File: config.mk
export PLATFORM = sky130hd
export DESIGN_NAME = tmds_encoder_multi
export DESIGN_NICKNAME = d
export VERILOG_FILES = /design/src/rtl/tmds_pkg.sv /design/src/rtl/tmds_lane.sv /design/src/rtl/tmds_encoder_multi.sv
export SDC_FILE = /design/constraint.sdc
export NUM_CORES = 1
export LEC_CHECK = 0
export CAP_MARGIN = 20
export CORE_AREA = 2 2 166 135
export DETAILED_ROUTE_END_ITERATION = 8
export DIE_AREA = 0 0 168 137
export GPL_ROUTABILITY_DRIVEN = 0
export SKIP_CTS_REPAIR_TIMING = 1
export SLEW_MARGIN = 30
export SYNTH_ARGS = -nofsm -noshare
export SYNTH_HDL_FRONTEND = slang
export SYNTH_HIERARCHICAL = 1
export SYNTH_SLANG_ARGS = --single-unit
export TNS_END_PERCENT = 10
File: constraint.sdc
create_clock -name clk_pixel -period 12.6 [get_ports clk_pixel]
set_input_delay 2.52 -clock clk_pixel [delete_from_list [all_inputs] [get_ports clk_pixel]]
set_output_delay 2.52 -clock clk_pixel [all_outputs]
set_load 0.02 [all_outputs]
File: src/rtl/tmds_pkg.sv
// Shared constants and helpers for the multi-lane TMDS encoder.
// Holds the control tokens, the disparity counter width and a byte popcount.
package tmds_pkg;

    localparam int CNT_W = 5;

    localparam logic [9:0] TOK_C00 = 10'b1101010100;
    localparam logic [9:0] TOK_C01 = 10'b0010101011;
    localparam logic [9:0] TOK_C10 = 10'b0101010100;
    localparam logic [9:0] TOK_C11 = 10'b1010101011;

    function automatic logic [3:0] popcount8(input logic [7:0] v);
        logic [3:0] n;
        n = '0;
        for (int i = 0; i < 8; i++) begin
            n = n + {3'b000, v[i]};
        end
        return n;
    endfunction

endpackage

File: src/rtl/tmds_lane.sv
// One TMDS lane: 3-stage 8b/10b encoder with its own running disparity.
// Stage 1 registers inputs, stage 2 builds q_m, stage 3 balances DC and emits the symbol.
module tmds_lane
    import tmds_pkg::*;
(
    input  logic       clk_pixel,
    input  logic       reset,
    input  logic       ce,
    input  logic       blank,
    input  logic [7:0] pixel,
    input  logic [1:0] ctrl,
    output logic [9:0] sym
);

    logic [7:0]              r_d1;
    logic [1:0]              r_c1;
    logic                    r_b1;

    logic [8:0]              r_qm;
    logic [3:0]              r_n1q;
    logic [3:0]              r_n0q;
    logic [1:0]              r_c2;
    logic                    r_b2;

    logic signed [CNT_W-1:0] r_cnt;
    logic [9:0]              r_sym;

    logic [3:0]              w_n1;
    logic                    w_xnor;
    logic [8:0]              w_qm;
    logic signed [CNT_W-1:0] w_diff;
    logic signed [CNT_W-1:0] w_cntNext;
    logic [9:0]              w_symNext;

    always_ff @(posedge clk_pixel) begin
        if (reset) begin
            r_d1 <= '0;
            r_c1 <= '0;
            r_b1 <= 1'b1;
        end else if (ce) begin
            r_d1 <= pixel;
            r_c1 <= ctrl;
            r_b1 <= blank;
        end
    end

    // Pick the transition-minimising chain: XNOR when the byte is ones-heavy.
    assign w_n1   = popcount8(r_d1);
    assign w_xnor = (w_n1 > 4'd4) || ((w_n1 == 4'd4) && !r_d1[0]);

    always_comb begin
        logic [8:0] v;
        v    = '0;
        v[0] = r_d1[0];
        for (int i = 1; i < 8; i++) begin
            v[i] = w_xnor ? ~(v[i-1] ^ r_d1[i]) : (v[i-1] ^ r_d1[i]);
        end
        v[8] = ~w_xnor;
        w_qm = v;
    end

    always_ff @(posedge clk_pixel) begin
        if (reset) begin
            r_qm  <= '0;
            r_n1q <= '0;
            r_n0q <= '0;
            r_c2  <= '0;
            r_b2  <= 1'b1;
        end else if (ce) begin
            r_qm  <= w_qm;
            r_n1q <= popcount8(w_qm[7:0]);
            r_n0q <= 4'd8 - popcount8(w_qm[7:0]);
            r_c2  <= r_c1;
            r_b2  <= r_b1;
        end
    end

    assign w_diff = $signed({1'b0, r_n1q}) - $signed({1'b0, r_n0q});

    // Invert the payload whenever that steers the running disparity back toward zero.
    always_comb begin
        w_symNext = r_sym;
        w_cntNext = r_cnt;
        if (r_b2) begin
            w_cntNext = '0;
            case (r_c2)
                2'b00:   w_symNext = TOK_C00;
                2'b01:   w_symNext = TOK_C01;
                2'b10:   w_symNext = TOK_C10;
                default: w_symNext = TOK_C11;
            endcase
        end else if ((r_cnt == 5'sd0) || (r_n1q == r_n0q)) begin
            w_symNext = {~r_qm[8], r_qm[8], r_qm[8] ? r_qm[7:0] : ~r_qm[7:0]};
            w_cntNext = r_qm[8] ? (r_cnt + w_diff) : (r_cnt - w_diff);
        end else if (((r_cnt > 5'sd0) && (r_n1q > r_n0q)) ||
                     ((r_cnt < 5'sd0) && (r_n0q > r_n1q))) begin
            w_symNext = {1'b1, r_qm[8], ~r_qm[7:0]};
            w_cntNext = r_cnt + (r_qm[8] ? 5'sd2 : 5'sd0) - w_diff;
        end else begin
            w_symNext = {1'b0, r_qm[8], r_qm[7:0]};
            w_cntNext = r_cnt + w_diff - (r_qm[8] ? 5'sd0 : 5'sd2);
        end
    end

    always_ff @(posedge clk_pixel) begin
        if (reset) begin
            r_sym <= TOK_C00;
            r_cnt <= '0;
        end else if (ce) begin
            r_sym <= w_symNext;
            r_cnt <= w_cntNext;
        end
    end

    assign sym = r_sym;

endmodule

File: src/rtl/tmds_encoder_multi.sv
// NUM_CH-lane TMDS encoder top: lane slicing, sym_valid chain, optional colour-bar source.
// Define TMDS_TESTPAT_EN to add the test_en input and the column-counter bar generator.
module tmds_encoder_multi
    import tmds_pkg::*;
#(
    parameter int NUM_CH    = 3,
    parameter int BAR_SHIFT = 7
) (
    input  logic                  clk_pixel,
    input  logic                  reset,
    input  logic                  ce,
    input  logic                  blank,
    input  logic [8*NUM_CH-1:0]   pixel,
    input  logic [2*NUM_CH-1:0]   ctrl,
`ifdef TMDS_TESTPAT_EN
    input  logic                  test_en,
`endif
    output logic [10*NUM_CH-1:0]  sym,
    output logic                  sym_valid
);

    // The bar index slice must fit inside the 12-bit column counter.
    if (BAR_SHIFT < 0 || BAR_SHIFT + 3 > 12) begin : g_badShift
        $error("BAR_SHIFT out of range");
    end

    logic [2:0] r_vld;

    // Valid tracks ce through the pipe and keeps shifting even while ce is low.
    always_ff @(posedge clk_pixel) begin
        if (reset) begin
            r_vld <= '0;
        end else begin
            r_vld <= {r_vld[1:0], ce};
        end
    end

    assign sym_valid = r_vld[2];

`ifdef TMDS_TESTPAT_EN
    logic [11:0] r_col;
    logic [2:0]  w_bars;

    always_ff @(posedge clk_pixel) begin
        if (reset) begin
            r_col <= '0;
        end else if (ce) begin
            r_col <= blank ? 12'd0 : r_col + 12'd1;
        end
    end

    assign w_bars = r_col[BAR_SHIFT+2:BAR_SHIFT];
`endif

    for (genvar c = 0; c < NUM_CH; c++) begin : g_lane
        logic [7:0] w_pix;

`ifdef TMDS_TESTPAT_EN
        assign w_pix = (test_en && !blank) ? (w_bars[c % 3] ? 8'hFF : 8'h00)
                                           : pixel[8*c +: 8];
`else
        assign w_pix = pixel[8*c +: 8];
`endif

        tmds_lane u_lane (
            .clk_pixel (clk_pixel),
            .reset     (reset),
            .ce        (ce),
            .blank     (blank),
            .pixel     (w_pix),
            .ctrl      (ctrl[2*c +: 2]),
            .sym       (sym[10*c +: 10])
        );
    end

endmodule

=== Word level (Yosys, flattened, before mapping) ===
Cells that the tools add are included.

* Register bits: 137
* Input bits: 34
* Word-level logic and storage cells: 249

* Add/subtract/negate cells: 63
* Magnitude comparators: 15
* Eq/ne operators: 12
* Muxes and demuxes: 54
* Bitwise operators: 51
* Reductions and logical operators: 27

{| class="wikitable"
|+ Operators with widths
! kind !! count
|-
| $add 4x1->4 || 36
|-
| $mux 10 || 9
|-
| $pmux 10 s3 || 3
|-
| $mux 5 || 12
|-
| $sub 5x5->5 || 9
|-
| $add 5x5->5 || 6
|-
| $not 1->1 || 27
|-
| $gt 4x4->1 || 6
|-
| $mux 8 || 3
|-
| $not 8->8 || 3
|-
| $mux 1 || 21
|-
| $xor 1x1->1 || 21
|-
| $gt 5x1->1 const B || 3
|-
| $logic_not 5->1 || 3
|-
| $lt 5x1->1 const B || 3
|-
| $sub 4x4->5 || 3
|-
| $add 1x1->2 || 6
|-
| $eq 4x3->1 const B || 3
|-
| $eq 4x4->1 || 3
|-
| $gt 4x3->1 const B || 3
|-
| $mux 2 || 6
|-
| $sub 4x4->4 const A || 3
|-
| $logic_and 1x1->1 || 9
|-
| $logic_or 1x1->1 || 9
|-
| 4 further kinds || 12
|}

=== Longest topological paths before layout ===
Gate-level depths: netlist of run 1.

* Word-level depth: 31
* Mapped depth: 22
* Depth with buffers taken out: 22

=== Cells and area by module ===
Netlist of run 1, hierarchy kept.

{| class="wikitable"
|+ By module, submodules not included
! module !! times used !! cells each !! area an instance (um2)
|-
| tmds_lane (g_lane[2].u_lane) || 1 || 330 || 2,997.9
|-
| tmds_lane (g_lane[0].u_lane) || 1 || 325 || 2,986.6
|-
| tmds_lane (g_lane[1].u_lane) || 1 || 332 || 2,984.1
|-
| tmds_encoder_multi || 1 || 6 || 78.8
|}

=== Least setup slack after synthesis of run 1 ===
OpenSTA, ideal clock, no wires.

* Kind: reg2reg
* Start point: reg g_lane[2].u_lane.r_d1[0]
* End point: reg g_lane[2].u_lane.r_n0q[3]
* Library setup time: 0.086 ns
* Arrival time: 6.186 ns
* Path slack: 6.329 ns
* Cell stages (with the launch flop): 22
* Period minus slack after synthesis: 6.271 ns
* Cells stage by stage: dfxtp_1 -> inv_1 -> fa_1 -> fa_1 -> fa_1 -> inv_1 -> ha_1 -> fa_1 -> or3b_1 -> a22oi_2 -> xor2_1 -> fa_1 -> fa_1 -> inv_1 -> fa_1 -> ha_1 -> inv_1 -> fa_1 -> xnor2_1 -> nor3b_1 -> xnor2_1 -> a211oi_1

* Word-level cells in the longest chain between the ends: 31
* Elaborated cells on any way between the ends: 41
* Those cells by class: 15 x add/sub; 1 x order compare; 1 x eq/ne; 7 x mux; 14 x bitwise; 3 x reduce/logical

{| class="wikitable"
|+ RTL lines
! what !! RTL line !! RTL
|-
| from (decl) || tmds_lane.sv:15 || <nowiki>logic [7:0] r_d1;</nowiki>
|-
| from (signal assigned) || tmds_lane.sv:41 || <nowiki>r_d1 <= pixel;</nowiki>
|-
| branches (longest 29 deep; another with $add 4x1->4) || n/a ||
|-
| $add 4x1->4 (*) || tmds_pkg.sv:16 || <nowiki>n = n + {3'b000, v[i]};</nowiki>
|-
| $sub 4x4->4 (*) || tmds_lane.sv:72 || <nowiki>r_n0q <= 4'd8 - popcount8(w_qm[7:0]);</nowiki>
|-
| to (signal assigned) || tmds_lane.sv:72 ||
|-
| to (decl) || tmds_lane.sv:21 || <nowiki>logic [3:0] r_n0q;</nowiki>
|}

Mark *: on every way between the ends.
A chain may end at the register's enable or synchronous reset.

=== Final worst setup path of run 1 ===
Same ends and word-level chain as after synthesis.

==> out/metrics.cfg, run 1 <==
[synthesis]
yosys_most_used_dff = dfxtp_1
async_flop_share = 0
ys_seq_area_frac = 0.2987
yosysTopAreaCell = dfxtp_1
synth_cell_types = 66
synth.area.top_cells = dfxtp_1 30%, ha_1 11%, fa_1 8.0%, mux2i_1 7.0%, xnor2_1 6.0%
synth_edf_count = 0
synth_warnings = 6
syn_inst = 993
syn_nets = 1144
synth_seq_cells = 135
synth_top_area_frac = 0.2987
syn_avg_cell_area_um2 = 9.111
syn_area_um2 = 9047

[timing]
slew_headroom = 0.4378
timing.final.crit_share = 0.5236
finalSetupViolCount = 0
tightest_slew_ns = 0.8434
rsz0062_at_grt = false
finalHoldViolations = 0
min_period_ns = 6.597
timing.final.ws_setup_ns = 6.003
setup_tns_ns = 0
maxSlewViolCount = 0
clock_skew_ns = 0.01149
fmax_ghz = 0.1516

[critical_path]
crit_required_ns = 12.92
cp_num_buf_inv = 4
cp-start-kind = flop
path_class = reg -> reg
cp_top_family = adder cells
path_cells = inv_1 -> fa_1 -> fa_1 -> fa_1 -> inv_1 -> ha_1 -> fa_1 -> or3b_1 -> a22oi_2 -> xor2_1 -> fa_1 -> fa_1 -> inv_1 -> fa_1 -> ha_1 -> inv_1 -> fa_1 -> xnor2_1 -> nor3b_1 -> xnor2_1 -> a211oi_1
crit_arrival_ns = 6.92
crit_path_frequent_cell = fa_1
startpoint = g_lane[2].u_lane/r_d1[0]$_SDFFE_PP0P_
reg2reg_from = g_lane[2].u_lane/r_d1[0]$_SDFFE_PP0P_
slowest_stage = fa_1
end_kind = flop
cp_slowest_stage_delay_ns = 0.56
crit_path_max_fanout = 5

[floorplanning]
die_area_um2 = 23020
ios = 65
coreArea_um2 = 21320
die_w_um = 168
start_util = 0.4244
die_h_um = 137
num_rows = 48

[cells_and_area]
post-route-util = 0.4938
final.fill_count = 2033
multi_input_area_um2 = 5754
drive_above_1_share = 0.06244
seq_area_um2 = 2703
fin_nets = 1196
area_growth_pct = 16.36
n_antenna_cell = 0

[min_path]
min_from = r_vld[0]$_SDFF_PP0_
min_path_type = reg -> reg

[route]
drt-total-wl_mm = 18.67
drtAntennaViolNets = 0
routedWlPerCell_um = 14.02
viasPerCell = 4.968
drt_iter0_drc = 319
num_vias = 6618
drt-pass1-iter-count = 4
remaining_drc_errors = 0

[cts]
clkSlewWorstSetupHoldPaths_ns = 0.06
cts_tree = yes
clockBufferDepth = 2
insertion_delay_ns = 0.42
clkSinkCount = 135
clockRootBuffer = clkbuf_16
numCtsBuffers = 17
cts-htree-levels = 4

[power]
ir_drop_mv = 0.09208
power.density_nw_per_um2 = 233.8
leakage_nw = 4.631

[run_status]
status = complete, no violations

[global_routing]
antenna_found_initial = 0
grt-ovfl-total = 0
grt_max_degree = 77
track_usage = 0.1724
grt_pass1_wl_mm = 32.04
grt_pass1_vias = 6399

[placed_design]
dp_hpwl_mm = 13.62
portBuffers = 64
pre_cts_ws_ns = 6.000

[job]
max_cap_viol_count = 0

[cells in the final DEF, fill, tap and decap left out, types with 7 or more instances in the layout]
master           count
o21ai_0             41
nor3b_1              7
a211oi_1            13
a21boi_0             8
inv_1              120
nor3_1               8
nor2_1             126
nor2b_1             21
clkdlybuf4s50_1     62
xor2_1              18
o21ai_1             11
clkbuf_16           17
o22ai_1             15
fa_1                36
ha_1                81
mux2i_1             63
nand3_1             13
dfxtp_1            135
nand2b_1            11
xnor2_1             62
nand2_1             40
a21oi_1             39
[final timing paths]
path | cells past startpoint | slack, ns | end
hold reg to reg | 1 | 0.43 | r_vld[1]$_SDFF_PP0_
setup / recovery | 21 | 6.00 | g_lane[2].u_lane/r_n0q[3]$_SDFFE_PP0P_
hold / removal | 1 | 0.43 | r_vld[1]$_SDFF_PP0_
setup reg to reg | 21 | 6.00 | g_lane[2].u_lane/r_n0q[3]$_SDFFE_PP0P_
[where the power goes]
group	internal [mW]	switching, mW	total [mW]
clock	0.320	0.201	0.521
combinational	0.659	0.764	1.42
sequential	0.478	0.0395	0.517
total	1.46	1.00	2.46
[cell type report]
type | count | area share
multi-input combinational | 701 | 0.5466
clock inverter | 12 | 0.01593
clock buffer | 19 | 0.04207
inverter | 124 | 0.04421
timing repair buffer | 66 | 0.06180
sequential | 135 | 0.2567
tap | 275 | 0.03268
[cells in the mapped netlist (3+ instances only)]
master / instances
dfxtp_1: 135
nor2_1: 126
inv_1: 120
ha_1: 81
mux2i_1: 63
xnor2_1: 62
o21ai_0: 41
nand2_1: 40
a21oi_1: 39
fa_1: 36
clkbuf_1: 23
nor2b_1: 21
xor2_1: 18
o22ai_1: 15
a211oi_1: 13
nand3_1: 13
nand2b_1: 11
o21ai_1: 11
buf_1: 9
a21boi_0: 8
nor3_1: 8
nor3b_1: 7
a21o_1: 6
o211ai_1: 6
a211o_1: 4
a221o_1: 4
a31oi_1: 4
o21a_1: 4
xnor2_4: 4
xnor3_2: 4
clkinv_1: 3
mux2_4: 3
nand3_2: 3
o221ai_1: 3
o221ai_4: 3
or4_4: 3
[registers in the layout (all words and copies together) (netlist names)]
name,flops
g_lane.u_lane/r_b2,3
g_lane.u_lane/r_c1,6
g_lane.u_lane/r_d1,24
g_lane.u_lane/r_b1,3
g_lane.u_lane/sym,30
r_vld,3
g_lane.u_lane/r_cnt,15
g_lane.u_lane/r_c2,6
g_lane.u_lane/r_n1q,9
g_lane.u_lane/r_qm,27
g_lane.u_lane/r_n0q,9
[routing by layer]
metal	part of all wire	up-vias	global-route usage
li1	-	3410	-
met1	0.51	3101	0.2410
met2	0.45	98	0.2743
met3	0.034	9	0.03383
met4	0.0080	0	0.04348
met5	0	-	0
[per-stage QoR]
stage	area, um2	power, mW	hold slack (ns)	std cells
after floorplan	9047	1.676	0.4138	993
after global placement	9917	1.927	0.4242	1301
after detailed placement	9917	1.951	0.4302	1301
after CTS	10530	2.490	0.4352	1332
after global routing	10530	2.718	0.4574	1332
final	10530	2.461	0.4336	1332
[cells by family (layout without fill, tap and decap cells)]
| kind of cell | count (synthesis) | count (layout) | share of synthesized area |
|---|---|---|---|
| AND/OR/NAND/NOR | 248 | 248 | 0.1299 |
| AO/OA/AOI/OAI | 179 | 179 | 0.1329 |
| buffers and inverters | 157 | 221 | 0.06527 |
| flip-flops | 135 | 135 | 0.2987 |
| adder cells (fa/ha/maj) | 117 | 117 | 0.1917 |
| XOR/XNOR | 91 | 91 | 0.1069 |
| multiplexers | 66 | 66 | 0.07468 |
Power figures use the tool's default switching activity.
==> run 2, diff against run 1 <==
==> constraint.sdc (replaced) <==
create_clock -name clk_pixel -period 6.77 [get_ports clk_pixel]
set_input_delay 1.354 -clock clk_pixel [delete_from_list [all_inputs] [get_ports clk_pixel]]
set_output_delay 1.354 -clock clk_pixel [all_outputs]
set_load 0.02 [all_outputs]
==> run 2 against run 1 <==
Effect of this change:
- combinational power grew 89%
- utilization grew 0.40 points
- routed wire length shrank 3.0%
- critical path type unchanged
- highest routed layer unchanged
==> out/metrics.cfg, run 2 (same netlist as run 1, synthesis figures left out) <==
[route]
routedWlPerCell_um = 13.53  ; -3.5%
viasPerCell = 4.921  ; -0.96%
num_vias = 6589  ; -0.44%
drt-pass1-iter-count = 5  ; +1
drt_iter0_drc = 337  ; +5.6%
drt-total-wl_mm = 18.12  ; -3.0%
remaining_drc_errors = 0  ; unchanged
drtAntennaViolNets = 0  ; unchanged

[cells_and_area]
area_growth_pct = 17.30
final_area_um2 = 10610  ; +0.81%
mostFrequentLayoutCells = 135 x dfxtp_1, 126 x nor2_1, 120 x inv_1
largest_reg_flops = 30  ; unchanged
final.fill_count = 1954  ; -3.9%
multi_input_area_um2 = 5789  ; +0.61%
fin_nets = 1202  ; +0.50%
final_common_cell = dfxtp_1
seq_area_um2 = 2703  ; unchanged
n_antenna_cell = 0  ; unchanged
drive_above_1_share = 0.07331  ; +0.01087

[timing]
fmax_ghz = 0.1551  ; +2.3%
finalSetupViolCount = 0  ; unchanged
whs_ns = 0.4335  ; -0.00009400 ns
clock_skew_ns = 0.01010  ; -0.001394 ns
slew_headroom = 0.4816  ; +0.04387
setup_tns_ns = 0  ; unchanged
rsz0062_at_grt = true
timing.final.crit_share = 0.9526  ; +0.4290
min_period_ns = 6.449  ; -0.1482 ns
finalHoldViolations = 0  ; unchanged
tightest_slew_ns = 0.7776  ; -0.06580 ns
maxSlewViolCount = 0  ; unchanged

[critical_path]
crit_required_ns = 7.09  ; -5.83 ns
r2r_cells = 21  ; unchanged
r2r-end = g_lane[2].u_lane/r_n0q[3]$_SDFFE_PP0P_
crit_arrival_ns = 6.77  ; -0.15 ns
path_cells = inv_1 -> fa_1 -> fa_1 -> fa_1 -> inv_1 -> ha_1 -> fa_1 -> or3b_1 -> a22oi_2 -> xor2_2 -> fa_1 -> fa_1 -> inv_1 -> fa_1 -> ha_1 -> inv_1 -> fa_1 -> xnor2_2 -> nor3b_2 -> xnor2_1 -> a211oi_1
reg2reg_from = g_lane[2].u_lane/r_d1[0]$_SDFFE_PP0P_
cp-start-kind = flop
rrSetupSlack_ns = 0.32  ; -5.68 ns
crit_path_frequent_cell = fa_1
end_kind = flop
path_class = reg -> reg
cp_slowest_stage_delay_ns = 0.57  ; about the same
startpoint = g_lane[2].u_lane/r_d1[0]$_SDFFE_PP0P_
slowest_stage = fa_1
crit_path_max_fanout = 5  ; unchanged

[min_path]
holdPathStages = 1  ; unchanged
hold_end = r_vld[1]$_SDFF_PP0_
min_path_type = reg -> reg
min_from = r_vld[0]$_SDFF_PP0_

[floorplanning]
start_util = 0.4244  ; unchanged
num_rows = 48  ; unchanged
die_w_um = 168  ; unchanged
ios = 65  ; unchanged
coreArea_um2 = 21320  ; unchanged
die_h_um = 137  ; unchanged
die_area_um2 = 23020  ; unchanged

[cts]
clockBufferDepth = 2  ; unchanged
clkSlewWorstSetupHoldPaths_ns = 0.07  ; about the same
insertion_delay_ns = 0.42  ; about the same
clockRootBuffer = clkbuf_16
numCtsBuffers = 17  ; unchanged
cts-htree-levels = 4  ; unchanged
cts_tree = yes
clkSinkCount = 135  ; unchanged

[power]
power.density_nw_per_um2 = 434.1  ; +86%
ir_drop_mv = 0.1610  ; +75%
leakage_nw = 4.676  ; +0.96%

[global_routing]
grt_max_degree = 69  ; -10%
grt-ovfl-total = 0  ; unchanged
antenna_found_initial = 0  ; unchanged
grt_pass1_vias = 6360  ; -0.61%
grt_pass1_wl_mm = 31.44  ; -1.9%
track_usage = 0.1675  ; -0.004864

[run_status]
status = complete, no violations

[placed_design]
dp_hpwl_mm = 13.49  ; -0.91%
dpl_cell_area_um2 = 9940  ; +0.23%
portBuffers = 64  ; unchanged

[job]
max_cap_viol_count = 0  ; unchanged

[run 2: stage by stage]
step | util | instances | power [mW] | worst slack, ns
4_1_cts | 0.4951 | 1336 | 4.625 | 0.1082
2_1_floorplan | - | 993 | 3.119 | 0.4989
6_report | 0.4978 | 1339 | 4.607 | 0.3212
3_3_place_gp | 0.4662 | 1304 | 3.590 | 0.2853
5_1_grt | 0.4978 | 1339 | 5.080 | -0.05490
3_5_place_dp | 0.4662 | 1304 | 3.625 | 0.1273
[run 2: routing by layer]
metal	up-vias	GRT usage	wire, um
met4	0	0.03913	160
li1	3423	-	-
met2	100	0.2681	8046
met3	12	0.03152	566
met1	3054	0.2348	9345
met5	-	0	0
[run 2: cell type report]
| type | count | share of cell area |
|---|---|---|
| clock buffers | 18 | 0.04044 |
| clock inverters | 14 | 0.01757 |
| inverters | 124 | 0.04386 |
| multi-input cells | 701 | 0.5455 |
| flip-flops and latches | 135 | 0.2547 |
| well taps | 275 | 0.03242 |
| repair buffers | 72 | 0.06555 |
[run 2: worst max-delay path by stage]
stage,to,slack [ns],cells past startpoint
floorplan,g_lane[2].u_lane/r_n0q[3]$_SDFFE_PP0P_,0.50,21
global placement,g_lane[2].u_lane/r_n0q[3]$_SDFFE_PP0P_,0.29,21
detailed placement,g_lane[2].u_lane/r_n0q[3]$_SDFFE_PP0P_,0.13,21
CTS,g_lane[2].u_lane/r_n0q[3]$_SDFFE_PP0P_,0.11,21
global route,g_lane[2].u_lane/r_n0q[3]$_SDFFE_PP0P_,-0.05,21
finish,g_lane[2].u_lane/r_n0q[3]$_SDFFE_PP0P_,0.32,21
[run 2: report_power, final]
group | switching, mW | leakage (nW) | internal [mW] | total [mW]
sequential | 0.0721 | 1.11 | 0.889 | 0.961
combinational | 1.43 | 3.27 | 1.25 | 2.68
clock | 0.381 | 0.294 | 0.590 | 0.970
[run 2: worst max-delay path, delay by kind of cell (launching register included)]
family | cells | cell delay [ns]
simple gates | 2 | 0.58
buf+inv | 4 | 0.27
compound gates | 2 | 0.53
fa+ha+maj | 10 | 4.12
xor+xnor | 3 | 0.47
flops | 1 | 0.40
==> run 3, diff against run 2 <==
--- a/config.mk
+++ b/config.mk
@@ -7,11 +7,12 @@
 export LEC_CHECK = 0
 export CAP_MARGIN = 20
 export CORE_AREA = 2 2 166 135
+export CTS_CLUSTER_SIZE = 28
 export DETAILED_ROUTE_END_ITERATION = 8
 export DIE_AREA = 0 0 168 137
 export GPL_ROUTABILITY_DRIVEN = 0
 export SKIP_CTS_REPAIR_TIMING = 1
-export SLEW_MARGIN = 30
+export SLEW_MARGIN = 20
 export SYNTH_ARGS = -nofsm -noshare
 export SYNTH_HDL_FRONTEND = slang
 export SYNTH_HIERARCHICAL = 1
==> results of run 3 <==
Same layout as run 2: the final DEF is identical, and so are final timing and power.
